**src/rtl/spi_pkg.sv**
```systemverilog
// ============================================================================
// spi_pkg : shared types and helpers for the SPI shift engine
// Revision: 1.0
// ============================================================================
`default_nettype none

package spi_pkg;

  localparam int SPI_MAX_LEN   = 32;
  localparam int SPI_DIV_WIDTH = 16;

  typedef enum logic [2:0] {
    IDLE  = 3'd0,
    SETUP = 3'd1,
    SHIFT = 3'd2,
    HOLD  = 3'd3,
    DONE  = 3'd4
  } spi_state_e;

  // A length of zero, or one beyond the datapath width, means a full-width transfer.
  function automatic int unsigned norm_len(input int unsigned len, input int unsigned max_len);
    return ((len == 0) || (len > max_len)) ? max_len : len;
  endfunction

endpackage

`default_nettype wire

```
**src/rtl/spi_shift_engine_if.sv**
```systemverilog
// ============================================================================
// spi_shift_engine_if : register-slave handshake and SPI pins of the engine
// Revision: 1.0
// ============================================================================
`default_nettype none

interface spi_shift_engine_if
  import spi_pkg::*;
#(
  parameter int MAX_LEN   = SPI_MAX_LEN,
  parameter int DIV_WIDTH = SPI_DIV_WIDTH
) ();

  localparam int LEN_W = $clog2(MAX_LEN) + 1;

  logic                 go_i;
  logic [LEN_W-1:0]     len_i;
  logic [DIV_WIDTH-1:0] div_i;
  logic                 cpol_i;
  logic                 cpha_i;
  logic                 lsb_i;
  logic [MAX_LEN-1:0]   tx_dat_i;
  logic [MAX_LEN-1:0]   rx_dat_o;
  logic                 busy_o;
  logic                 done_o;
  logic                 sclk_o;
  logic                 mosi_o;
  logic                 miso_i;
  logic                 ss_n_o;

  modport master (
    output go_i, len_i, div_i, cpol_i, cpha_i, lsb_i, tx_dat_i, miso_i,
    input  rx_dat_o, busy_o, done_o, sclk_o, mosi_o, ss_n_o
  );

  modport slave (
    input  go_i, len_i, div_i, cpol_i, cpha_i, lsb_i, tx_dat_i, miso_i,
    output rx_dat_o, busy_o, done_o, sclk_o, mosi_o, ss_n_o
  );

endinterface

`default_nettype wire

```
**src/rtl/spi_clkgen.sv**
```systemverilog
// ============================================================================
// spi_clkgen : half-period down-counter, one-cycle tick when it reaches zero
// Revision: 1.0
// ============================================================================
`default_nettype none

module spi_clkgen #(
  parameter int DIV_WIDTH = 16
) (
  input  logic                 clk,
  input  logic                 rst_n,
  input  logic                 i_load,
  input  logic                 i_en,
  input  logic [DIV_WIDTH-1:0] i_div,
  output logic                 o_tick
);

  localparam logic [DIV_WIDTH-1:0] c_ONE = DIV_WIDTH'(1);

  logic [DIV_WIDTH-1:0] r_cnt;

  assign o_tick = i_en && (r_cnt == '0);

  always_ff @(posedge clk) begin
    if (!rst_n) begin
      r_cnt <= '0;
    end else if (i_load || o_tick) begin
      r_cnt <= i_div;
    end else if (i_en) begin
      r_cnt <= r_cnt - c_ONE;
    end
  end

endmodule

`default_nettype wire

```
**src/rtl/spi_shift_engine.sv**
```systemverilog
// ============================================================================
// spi_shift_engine : SPI serial back-end (SCLK/MOSI/SS_n generation, MISO capture)
// Revision: 1.0
// ============================================================================
`default_nettype none

module spi_shift_engine
  import spi_pkg::*;
#(
  parameter int MAX_LEN   = SPI_MAX_LEN,
  parameter int DIV_WIDTH = SPI_DIV_WIDTH
) (
  input  logic              clk,
  input  logic              rst_n,
  spi_shift_engine_if.slave bus
);

  localparam int LEN_W = $clog2(MAX_LEN) + 1;
  localparam int IDX_W = $clog2(MAX_LEN);
  localparam logic [LEN_W-1:0] c_ONE   = LEN_W'(1);
  localparam logic [LEN_W-1:0] c_ZERO  = LEN_W'(0);
  localparam logic [LEN_W:0]   c_E_ONE = (LEN_W + 1)'(1);

  spi_state_e           r_state;
  logic [MAX_LEN-1:0]   r_tx;
  logic [MAX_LEN-1:0]   r_rx_sh;
  logic [MAX_LEN-1:0]   r_rx;
  logic [LEN_W-1:0]     r_len;
  logic [DIV_WIDTH-1:0] r_div;
  logic                 r_cpol;
  logic                 r_cpha;
  logic                 r_lsb;
  logic [LEN_W:0]       r_ecnt;
  logic                 r_busy;
  logic                 r_done;
  logic                 r_sclk;
  logic                 r_mosi;
  logic                 r_ss_n;

  logic                 w_go;
  logic                 w_en;
  logic                 w_tick;
  logic [DIV_WIDTH-1:0] w_div;
  logic [LEN_W-1:0]     w_len_in;
  logic [LEN_W-1:0]     w_bidx;
  logic [LEN_W-1:0]     w_bidx1;
  logic [IDX_W-1:0]     w_pos_first;
  logic [IDX_W-1:0]     w_pos_cur;
  logic [IDX_W-1:0]     w_pos_nxt;
  logic                 w_lead;
  logic                 w_last_edge;
  logic                 w_sample;

  assign w_go     = (r_state == IDLE) && bus.go_i;
  assign w_en     = r_state inside {SETUP, SHIFT, HOLD};
  assign w_div    = w_go ? bus.div_i : r_div;
  assign w_len_in = LEN_W'(norm_len(32'(bus.len_i), MAX_LEN));

  // Edge counter: even values are leading SCLK edges, the upper bits the bit index.
  assign w_bidx      = r_ecnt[LEN_W:1];
  assign w_bidx1     = w_bidx + c_ONE;
  assign w_lead      = ~r_ecnt[0];
  assign w_last_edge = (r_ecnt == ({r_len, 1'b0} - c_E_ONE));
  assign w_sample    = w_lead ^ r_cpha;

  assign w_pos_first = IDX_W'(bus.lsb_i ? c_ZERO : (w_len_in - c_ONE));
  assign w_pos_cur   = IDX_W'(r_lsb ? w_bidx  : (r_len - w_bidx  - c_ONE));
  assign w_pos_nxt   = IDX_W'(r_lsb ? w_bidx1 : (r_len - w_bidx1 - c_ONE));

  spi_clkgen #(
    .DIV_WIDTH (DIV_WIDTH)
  ) u_clkgen (
    .clk    (clk),
    .rst_n  (rst_n),
    .i_load (w_go),
    .i_en   (w_en),
    .i_div  (w_div),
    .o_tick (w_tick)
  );

  always_ff @(posedge clk) begin
    if (!rst_n) begin
      r_state <= IDLE;
      r_tx    <= '0;
      r_rx_sh <= '0;
      r_rx    <= '0;
      r_len   <= '0;
      r_div   <= '0;
      r_cpol  <= 1'b0;
      r_cpha  <= 1'b0;
      r_lsb   <= 1'b0;
      r_ecnt  <= '0;
      r_busy  <= 1'b0;
      r_done  <= 1'b0;
      r_sclk  <= 1'b0;
      r_mosi  <= 1'b0;
      r_ss_n  <= 1'b1;
    end else begin
      r_done <= 1'b0;
      case (r_state)
        IDLE: begin
          r_sclk <= bus.cpol_i;
          r_mosi <= 1'b0;
          if (bus.go_i) begin
            r_tx    <= bus.tx_dat_i;
            r_len   <= w_len_in;
            r_div   <= bus.div_i;
            r_cpol  <= bus.cpol_i;
            r_cpha  <= bus.cpha_i;
            r_lsb   <= bus.lsb_i;
            r_rx_sh <= '0;
            r_ecnt  <= '0;
            r_busy  <= 1'b1;
            r_ss_n  <= 1'b0;
            r_mosi  <= bus.cpha_i ? 1'b0 : bus.tx_dat_i[w_pos_first];
            r_state <= SETUP;
          end
        end
        SETUP: begin
          if (w_tick) r_state <= SHIFT;
        end
        SHIFT: begin
          if (w_tick) begin
            r_sclk <= ~r_sclk;
            if (w_sample) begin
              r_rx_sh[w_pos_cur] <= bus.miso_i;
            end else if (r_cpha) begin
              r_mosi <= r_tx[w_pos_cur];
            end else if (!w_last_edge) begin
              r_mosi <= r_tx[w_pos_nxt];
            end
            if (w_last_edge) r_state <= HOLD;
            else             r_ecnt  <= r_ecnt + c_E_ONE;
          end
        end
        HOLD: begin
          if (w_tick) begin
            r_state <= DONE;
            r_done  <= 1'b1;
            r_rx    <= r_rx_sh;
            r_ss_n  <= 1'b1;
          end
        end
        DONE: begin
          r_state <= IDLE;
          r_busy  <= 1'b0;
          r_mosi  <= 1'b0;
        end
        default: r_state <= IDLE;
      endcase
    end
  end

  assign bus.rx_dat_o = r_rx;
  assign bus.busy_o   = r_busy;
  assign bus.done_o   = r_done;
  assign bus.sclk_o   = r_sclk;
  assign bus.mosi_o   = r_mosi;
  assign bus.ss_n_o   = r_ss_n;

endmodule

`default_nettype wire

```
**src/flat_wrapper.sv**
```systemverilog
// flat-port wrapper written by rule: the top's interface ports become plain ports
module spi_shift_engine_flat import spi_pkg::*;
#(
  parameter int MAX_LEN   = SPI_MAX_LEN,
  parameter int DIV_WIDTH = SPI_DIV_WIDTH
)
  (clk, rst_n, bus_go_i, bus_len_i, bus_div_i, bus_cpol_i, bus_cpha_i, bus_lsb_i, bus_tx_dat_i, bus_miso_i, bus_rx_dat_o, bus_busy_o, bus_done_o, bus_sclk_o, bus_mosi_o, bus_ss_n_o);
  spi_shift_engine_if #(.MAX_LEN(MAX_LEN), .DIV_WIDTH(DIV_WIDTH)) bus_i ();
  input  logic clk;
  input  logic rst_n;
  input wire logic [$bits(bus_i.go_i)-1:0] bus_go_i;
  input wire logic [$bits(bus_i.len_i)-1:0] bus_len_i;
  input wire logic [$bits(bus_i.div_i)-1:0] bus_div_i;
  input wire logic [$bits(bus_i.cpol_i)-1:0] bus_cpol_i;
  input wire logic [$bits(bus_i.cpha_i)-1:0] bus_cpha_i;
  input wire logic [$bits(bus_i.lsb_i)-1:0] bus_lsb_i;
  input wire logic [$bits(bus_i.tx_dat_i)-1:0] bus_tx_dat_i;
  input wire logic [$bits(bus_i.miso_i)-1:0] bus_miso_i;
  output wire logic [$bits(bus_i.rx_dat_o)-1:0] bus_rx_dat_o;
  output wire logic [$bits(bus_i.busy_o)-1:0] bus_busy_o;
  output wire logic [$bits(bus_i.done_o)-1:0] bus_done_o;
  output wire logic [$bits(bus_i.sclk_o)-1:0] bus_sclk_o;
  output wire logic [$bits(bus_i.mosi_o)-1:0] bus_mosi_o;
  output wire logic [$bits(bus_i.ss_n_o)-1:0] bus_ss_n_o;
  assign bus_i.go_i = bus_go_i;
  assign bus_i.len_i = bus_len_i;
  assign bus_i.div_i = bus_div_i;
  assign bus_i.cpol_i = bus_cpol_i;
  assign bus_i.cpha_i = bus_cpha_i;
  assign bus_i.lsb_i = bus_lsb_i;
  assign bus_i.tx_dat_i = bus_tx_dat_i;
  assign bus_i.miso_i = bus_miso_i;
  assign bus_rx_dat_o = bus_i.rx_dat_o;
  assign bus_busy_o = bus_i.busy_o;
  assign bus_done_o = bus_i.done_o;
  assign bus_sclk_o = bus_i.sclk_o;
  assign bus_mosi_o = bus_i.mosi_o;
  assign bus_ss_n_o = bus_i.ss_n_o;
  spi_shift_engine #(.MAX_LEN(MAX_LEN), .DIV_WIDTH(DIV_WIDTH)) u_core (.clk(clk), .rst_n(rst_n), .bus(bus_i));
endmodule
```
**config.mk**
```make
export PLATFORM = sky130hd
export DESIGN_NAME = spi_shift_engine_flat
export DESIGN_NICKNAME = d
export VERILOG_FILES = /design/src/rtl/spi_pkg.sv /design/src/rtl/spi_shift_engine_if.sv /design/src/rtl/spi_clkgen.sv /design/src/rtl/spi_shift_engine.sv /design/src/flat_wrapper.sv
export SDC_FILE = /design/constraint.sdc
export NUM_CORES = 1
export LEC_CHECK = 0
export ABC_CLOCK_PERIOD_IN_PS = 9400
export BUFFER_PORTS_ARGS = -buffer_cell sky130_fd_sc_hd__buf_2
export CORE_MARGIN = 2
export CORE_UTILIZATION = 45
export DETAILED_ROUTE_END_ITERATION = 8
export HOLD_SLACK_MARGIN = 0.02
export RECOVER_POWER = 100
export SLEW_MARGIN = 15
export SYNTH_ARGS = -nofsm -noshare
export SYNTH_HDL_FRONTEND = slang
export SYNTH_HIERARCHICAL = 1
export SYNTH_SLANG_ARGS = --single-unit
```
**constraint.sdc**
```tcl
create_clock -name clk -period 9.4 [get_ports clk]
set_input_delay 2.82 -clock clk [delete_from_list [all_inputs] [get_ports clk]]
set_output_delay 2.82 -clock clk [all_outputs]
set_load 0.02 [all_outputs]
```
### Word level (Yosys, flattened, before mapping)

Index checks and enable logic that the tools add are counted.

* output and inout port bits: 37
* bits of input ports: 61
* register bits: 151
* logic and storage cells: 115

* order comparisons: 5
* bitwise logic cells: 3
* mux-type cells: 45
* reduce and logical (&&, ||, !) cells: 24
* eq/ne operators: 14
* $add $sub $neg: 9

Operator list (number)
* 32-bit two-way mux: 3
* 32-bit one-hot mux with 2 select lines: 1
* 16-bit two-way mux: 3
* 32-bit bitwise mux: 1
* 7-bit two-way mux: 3
* 5-bit by 6-bit < comparator with 1-bit output (second input constant): 3
* 16-bit zero test: 1
* 16-bit by 1-bit subtractor with 16-bit output (second input constant): 1
* 1-bit binary-select mux with 5-bit select: 3
* 1-bit two-way mux: 15
* 3-bit two-way mux: 5
* 5-bit two-way mux: 3
* 5-bit by 1-bit subtractor with 5-bit output (second input constant): 3
* 7-bit one-hot mux with 2 select lines: 1
* 2-bit != test (second input constant): 6
* 3-bit one-hot mux with 4 select lines: 1
* 4-bit AND reduction: 3
* 2-bit AND reduction: 5
* 5-bit subtractor: 2
* 2-bit nonzero test: 4
* 7-bit by 1-bit adder with 7-bit output (second input constant): 1
* 7-bit equality test: 1
* 7-bit by 1-bit subtractor with 7-bit output (second input constant): 1
* 3-bit by 2-bit equality test with 1-bit output (second input constant): 2
* other kinds (20): 28

### Logic depth before layout (Yosys ltp)

* depth in word-level cells: 11
* gate-level depth with buffers: 16
* gate-level depth less buffers: 12

### By module

Netlist, hierarchy kept.

Modules (own cells, without submodules)
* spi_shift_engine: sequential area each 2702.6 µm², area an instance 7312.0 µm², times used 1, cells each 926
* spi_clkgen: sequential area each 320.3 µm², area an instance 1032.2 µm², times used 1, cells each 115

### Worst setup path after synthesis

No wires, ideal clock.

* kind: input-to-reg
* start: input port bus_len_i[0]
* end: register u_core.r_mosi, in the netlist u_core/bus.mosi_o
* setup time: 0.116 ns
* required time: 9.284 ns
* path buffers: 2
* arrival: 4.780 ns
* stages: 11
* slack: 4.504 ns
* path through: nor2b_1 > buf_2 > inv_2 > ha_1 > buf_1 > mux4_2 > nor4_1 > nor4b_1 > o211ai_1 > a311oi_1 > a41o_1

* cells in the longest elaborated chain, start to end: 10
* elaborated cells between the ends (all ways): 11
* those cells by class: 1 x add/sub; 1 x order compare; 7 x mux; 2 x reduce/logical

Ends and longest elaborated chain
* start: declaration: line flat_wrapper.sv:12 `input wire logic [$bits(bus_i.len_i)-1:0] bus_len_i;`
* 6-bit > comparator or 6-bit zero test (tied branches): line spi_pkg.sv:22 `return ((len == 0) || (len > max_len)) ? max_len : len;`
* 1-bit logical OR: line spi_pkg.sv:22
* 6-bit two-way mux (*): line spi_pkg.sv:22
* 5-bit by 1-bit subtractor with 5-bit output (*): line spi_shift_engine.sv:66 `assign w_pos_first = IDX_W'(bus.lsb_i ? c_ZERO : (w_len_in - c_ONE));`
* 5-bit two-way mux (*): line spi_shift_engine.sv:66
* 1-bit binary-select mux with 5-bit select (*): line spi_shift_engine.sv:115 `r_mosi <= bus.cpha_i ? 1'b0 : bus.tx_dat_i[w_pos_first];`
* 1-bit two-way mux (implied by the code) (*): line spi_shift_engine.sv:115
* 1-bit two-way mux (*): line spi_shift_engine.sv:115
* 1-bit two-way mux (*): line spi_shift_engine.sv:104 `if (bus.go_i) begin`
* 1-bit one-hot mux with 3 select lines (*): line spi_shift_engine.sv:100 `case (r_state)`
* end signal: assignment: line spi_shift_engine.sv:115
* end signal: assignment: line spi_shift_engine.sv:128 `r_mosi <= r_tx[w_pos_cur];`
* end signal: assignment: line spi_shift_engine.sv:130 `r_mosi <= r_tx[w_pos_nxt];`
* end: declaration: line spi_shift_engine.sv:37 `logic r_mosi;`

Mark *: on every way between the ends. The rest lies on a longest branch, timed or not. The select of a mux whose other input is x is not followed.
A chain may end at the register's enable or synchronous reset.

### Final worst setup path

* start: input port bus_go_i
* end: register u_core.r_ecnt[1]

* cells in the longest elaborated chain, start to end: 2

Ends and longest elaborated chain
* start: declaration: line flat_wrapper.sv:11 `input wire logic [$bits(bus_i.go_i)-1:0] bus_go_i;`
* 2-bit != test (no source line)
* 4-bit AND reduction (no source line)
* end signal: assignment: line spi_shift_engine.sv:133 `else r_ecnt <= r_ecnt + c_E_ONE;`
* end: declaration: line spi_shift_engine.sv:33 `logic [LEN_W:0] r_ecnt;`

Every way passes these cells.

==> impl_metrics.tcl <==
set metrics [dict create \
    layout_min_cycle_time_ns 6.46 \
    switching_power_uw 570 \
    vdd_drop_max_mv 0.131 \
    dieWidth_um 140 \
    grt_pass1_vias 7128 \
    worstSetupStartpointType "input pin" \
    violations "capacitance limit, slew limit" \
    max_freq_ghz 0.155 \
    slowest_delay_ns 2.26 \
    intPower_mw 1.19 \
    synth-edff-count 0 \
    place_area_mm2 0.00888 \
    fp.coreArea_mm2 0.0181 \
    synth_fp_nets 1117 \
    p_per_area_mw_per_mm2 189 \
    skew_ns 0.0107 \
    nFillCells 1815 \
    synth_cells 1041 \
    drv_slew 170 \
    insertedDiodeCount 0 \
    cp.required_ns 9.72 \
    crit_path_end_kind "flop" \
    routed_wl_um 23500 \
    setup_viol 0 \
    dp_worst_setup_slack_ns 3.76 \
    dp.final_hpwl_um 16300 \
    drive_above_1_share_pct 12.9 \
    maxCapViolCount 3 \
    path_clk_slew_ns 0.06 \
    outcome "complete, but fails checks" \
    synth_warnings 6 \
    crit_top_cell "clkbuf_1" \
    worstMarginPinSlew_ns 3.19 \
    clk_latency_ns 0.43 \
    worst_hold_path_type "flop to flop" \
    rows 49 \
    power_mw 1.76 \
    wl_per_cell_um 17.6 \
    first_pass_iters 5 \
    vias_per_cell 5.70 \
    switching_share_pct 32.3 \
    finalSetupTns_ns 0 \
    yosysSeqAreaShare_pct 36.2 \
    fin_nets 1175 \
    ctsResizeCount 0 \
    portBuffers 97 \
    avgSynthCellArea_um2 8.02 \
    dieArea_mm2 0.0196 \
    grt_util_all_layers_pct 24.2 \
    ctsHoldBuffers 0 \
    drt_iter0_markers 613 \
    p_leak_nw 3.43 \
    pwr-share-seq_pct 40.6 \
    io_pins 98 \
    clockPowerShare_pct 37.1 \
    critPathSlowestCell "clkbuf_1" \
    grt_pass1_wl_um 38300 \
    postLayoutCellArea_mm2 0.00934 \
    setup_ws_ns 2.94 \
    setup.worst_path.class "input pin to flop" \
    ant_nets 0 \
    pwr-share-comb_pct 22.3 \
    fp.dieH_um 140 \
    crit_path_cell_trace "clkbuf_1 -> nand3_1 -> clkbuf_1 -> o31ai_1 -> and3_1 -> o21a_1" \
    crit_family "buffers and inverters" \
    syn2layout_area_growth_pct 12.0 \
    synth_area_mm2 0.00834 \
    start_util_pct 46.1 \
    crit_fanout 72 \
    vias 7642 \
    cts_tree "done" \
    hold_viol 0 \
    fin_crit_sh_pct 68.8 \
    clockBufferDepth 2 \
    ys.flop_type "dfxtp_1" \
    cp_num_buf_inv 2 \
    synth_seq_cells 151 \
    synthDistinctLibCells 95 \
    cts_setup_buffers 0 \
    numCtsBuffers 17 \
    rsz0062_at_grt "no" \
    clkSinkCount 151 \
    slew-limit-headroom_pct -113 \
    place_congestion 0.847 \
    drc_errors 0 \
    utilization_pct 51.6 \
    h-tree-depth 4 \
    cts-root-buf "clkbuf_16" \
    async_reset_ff_share_pct 0 \
    grt_overflow 0 \
    grt_max_degree 73 \
    grt_antenna_before_repair 0 \
    arrival_ns 6.78 \
]
==> state kept, by name, indices dropped and copies added (netlist names) <==
name and count:
u_core/bus.rx_dat_o 32, u_core/r_rx_sh 32, u_core/r_tx 32, u_core/r_div 16
u_core/u_clkgen/r_cnt 16, u_core/r_ecnt 7, u_core/r_len 6, u_core/r_state 3
u_core/bus.busy_o 1, u_core/bus.done_o 1, u_core/bus.mosi_o 1, u_core/bus.sclk_o 1
u_core/bus.ss_n_o 1, u_core/r_cpha 1, u_core/r_lsb 1
==> worst register-to-register path: cells and delay by family, from the launching register on <==
family	cells	cell delay (ns)
and+or+nand+nor	9	3.66
AOI/OAI and AO/OA	2	0.41
DFF	1	0.52
buffers and inverters	1	0.57
==> worst paths after layout <==
check,cells past startpoint,slack [ns],startpoint,endpoint
worst max-delay path,6,2.94,bus_go_i,u_core/r_ecnt[1]
worst min register to register,2,0.45,u_core/r_rx_sh[31],u_core/bus.rx_dat_o[31]
worst max register to register,12,4.15,u_core/r_state[1],u_core/r_rx_sh[20]
worst min-delay path,2,0.45,u_core/r_rx_sh[31],u_core/bus.rx_dat_o[31]
==> metal layers <==
layer  share of wire [%]  global-route usage [%]
met5                   0                       0
met4                 1.7                    7.28
met3                 4.5                    3.76
met2                  46                    37.5
met1                  48                    35.0
==> layout by cell type (no fill, tap or decap), types with 14 or more instances in the layout <==
cell,instances
nand2_1,249
inv_1,20
clkbuf_16,17
buf_2,58
a21oi_1,83
a21boi_0,34
clkbuf_1,44
o21ai_1,15
and2_1,14
nand3_1,27
o21ai_0,26
xnor2_1,19
and3_1,15
nor2_1,51
dfxtp_1,151
o21a_1,20
==> power groups by stage <==
stage | registers (mW) | clock network (mW) | logic (mW)
floorplan | 0.717 | 0 | 0.305
global placement | 0.729 | 0 | 0.391
detailed placement | 0.729 | 0 | 0.392
CTS | 0.715 | 0.667 | 0.395
global route | 0.722 | 0.692 | 0.436
finish | 0.716 | 0.655 | 0.393
==> cell families after synthesis <==
logic type | Yosys count | synth area share, %
AND/OR/NAND/NOR | 456 | 26.0
XOR/XNOR | 30 | 3.24
flip-flops | 151 | 36.2
AO/OA/AOI/OAI | 273 | 22.7
buffers and inverters | 92 | 4.99
multiplexers | 24 | 4.48
adder cells (fa/ha/maj) | 15 | 2.43
==> cells in the mapped netlist (all sizes together) (7+ instances only) <==
library cell  number  area (um2)
clkbuf            41         158
nor3              14        75.1
and3              15        93.8
o21a              20         150
nand4             11        75.1
inv               25        93.8
nor2b              7        46.3
nand2            250         941
mux4               9         203
a211oi            18         185
a21oi             83         415
nor2              55         229
mux2i             11         123
nor4               7        56.3
and2              27         169
o311ai            12         105
a21boi            38         285
buf               25         160
xnor2             20         183
o21ai             41         205
xor2              10        87.6
dfxtp            151        3020
a31oi             12        75.1
ha                13         163
nand3             29         155
==> layout make-up <==
cell class / count / area [um2] / share of cell area (%)
Clock buffer: 19 / 443 / 4.74
Clock inverter: 12 / 119 / 1.27
Inverter: 26 / 98.8 / 1.06
Multi-Input combinational cell: 798 / 4890 / 52.3
Sequential cell: 151 / 3020 / 32.4
Tap cell: 229 / 287 / 3.07
Timing Repair Buffer: 105 / 482 / 5.16
==> per-stage QoR <==
step                hold WS [ns]  instances
floorplan                  0.428       1041
global placement           0.442       1309
detailed placement         0.446       1309
CTS                        0.455       1340
global route               0.466       1340
finish                     0.447       1340
Note: power is estimated with default switching activity, not from simulation.
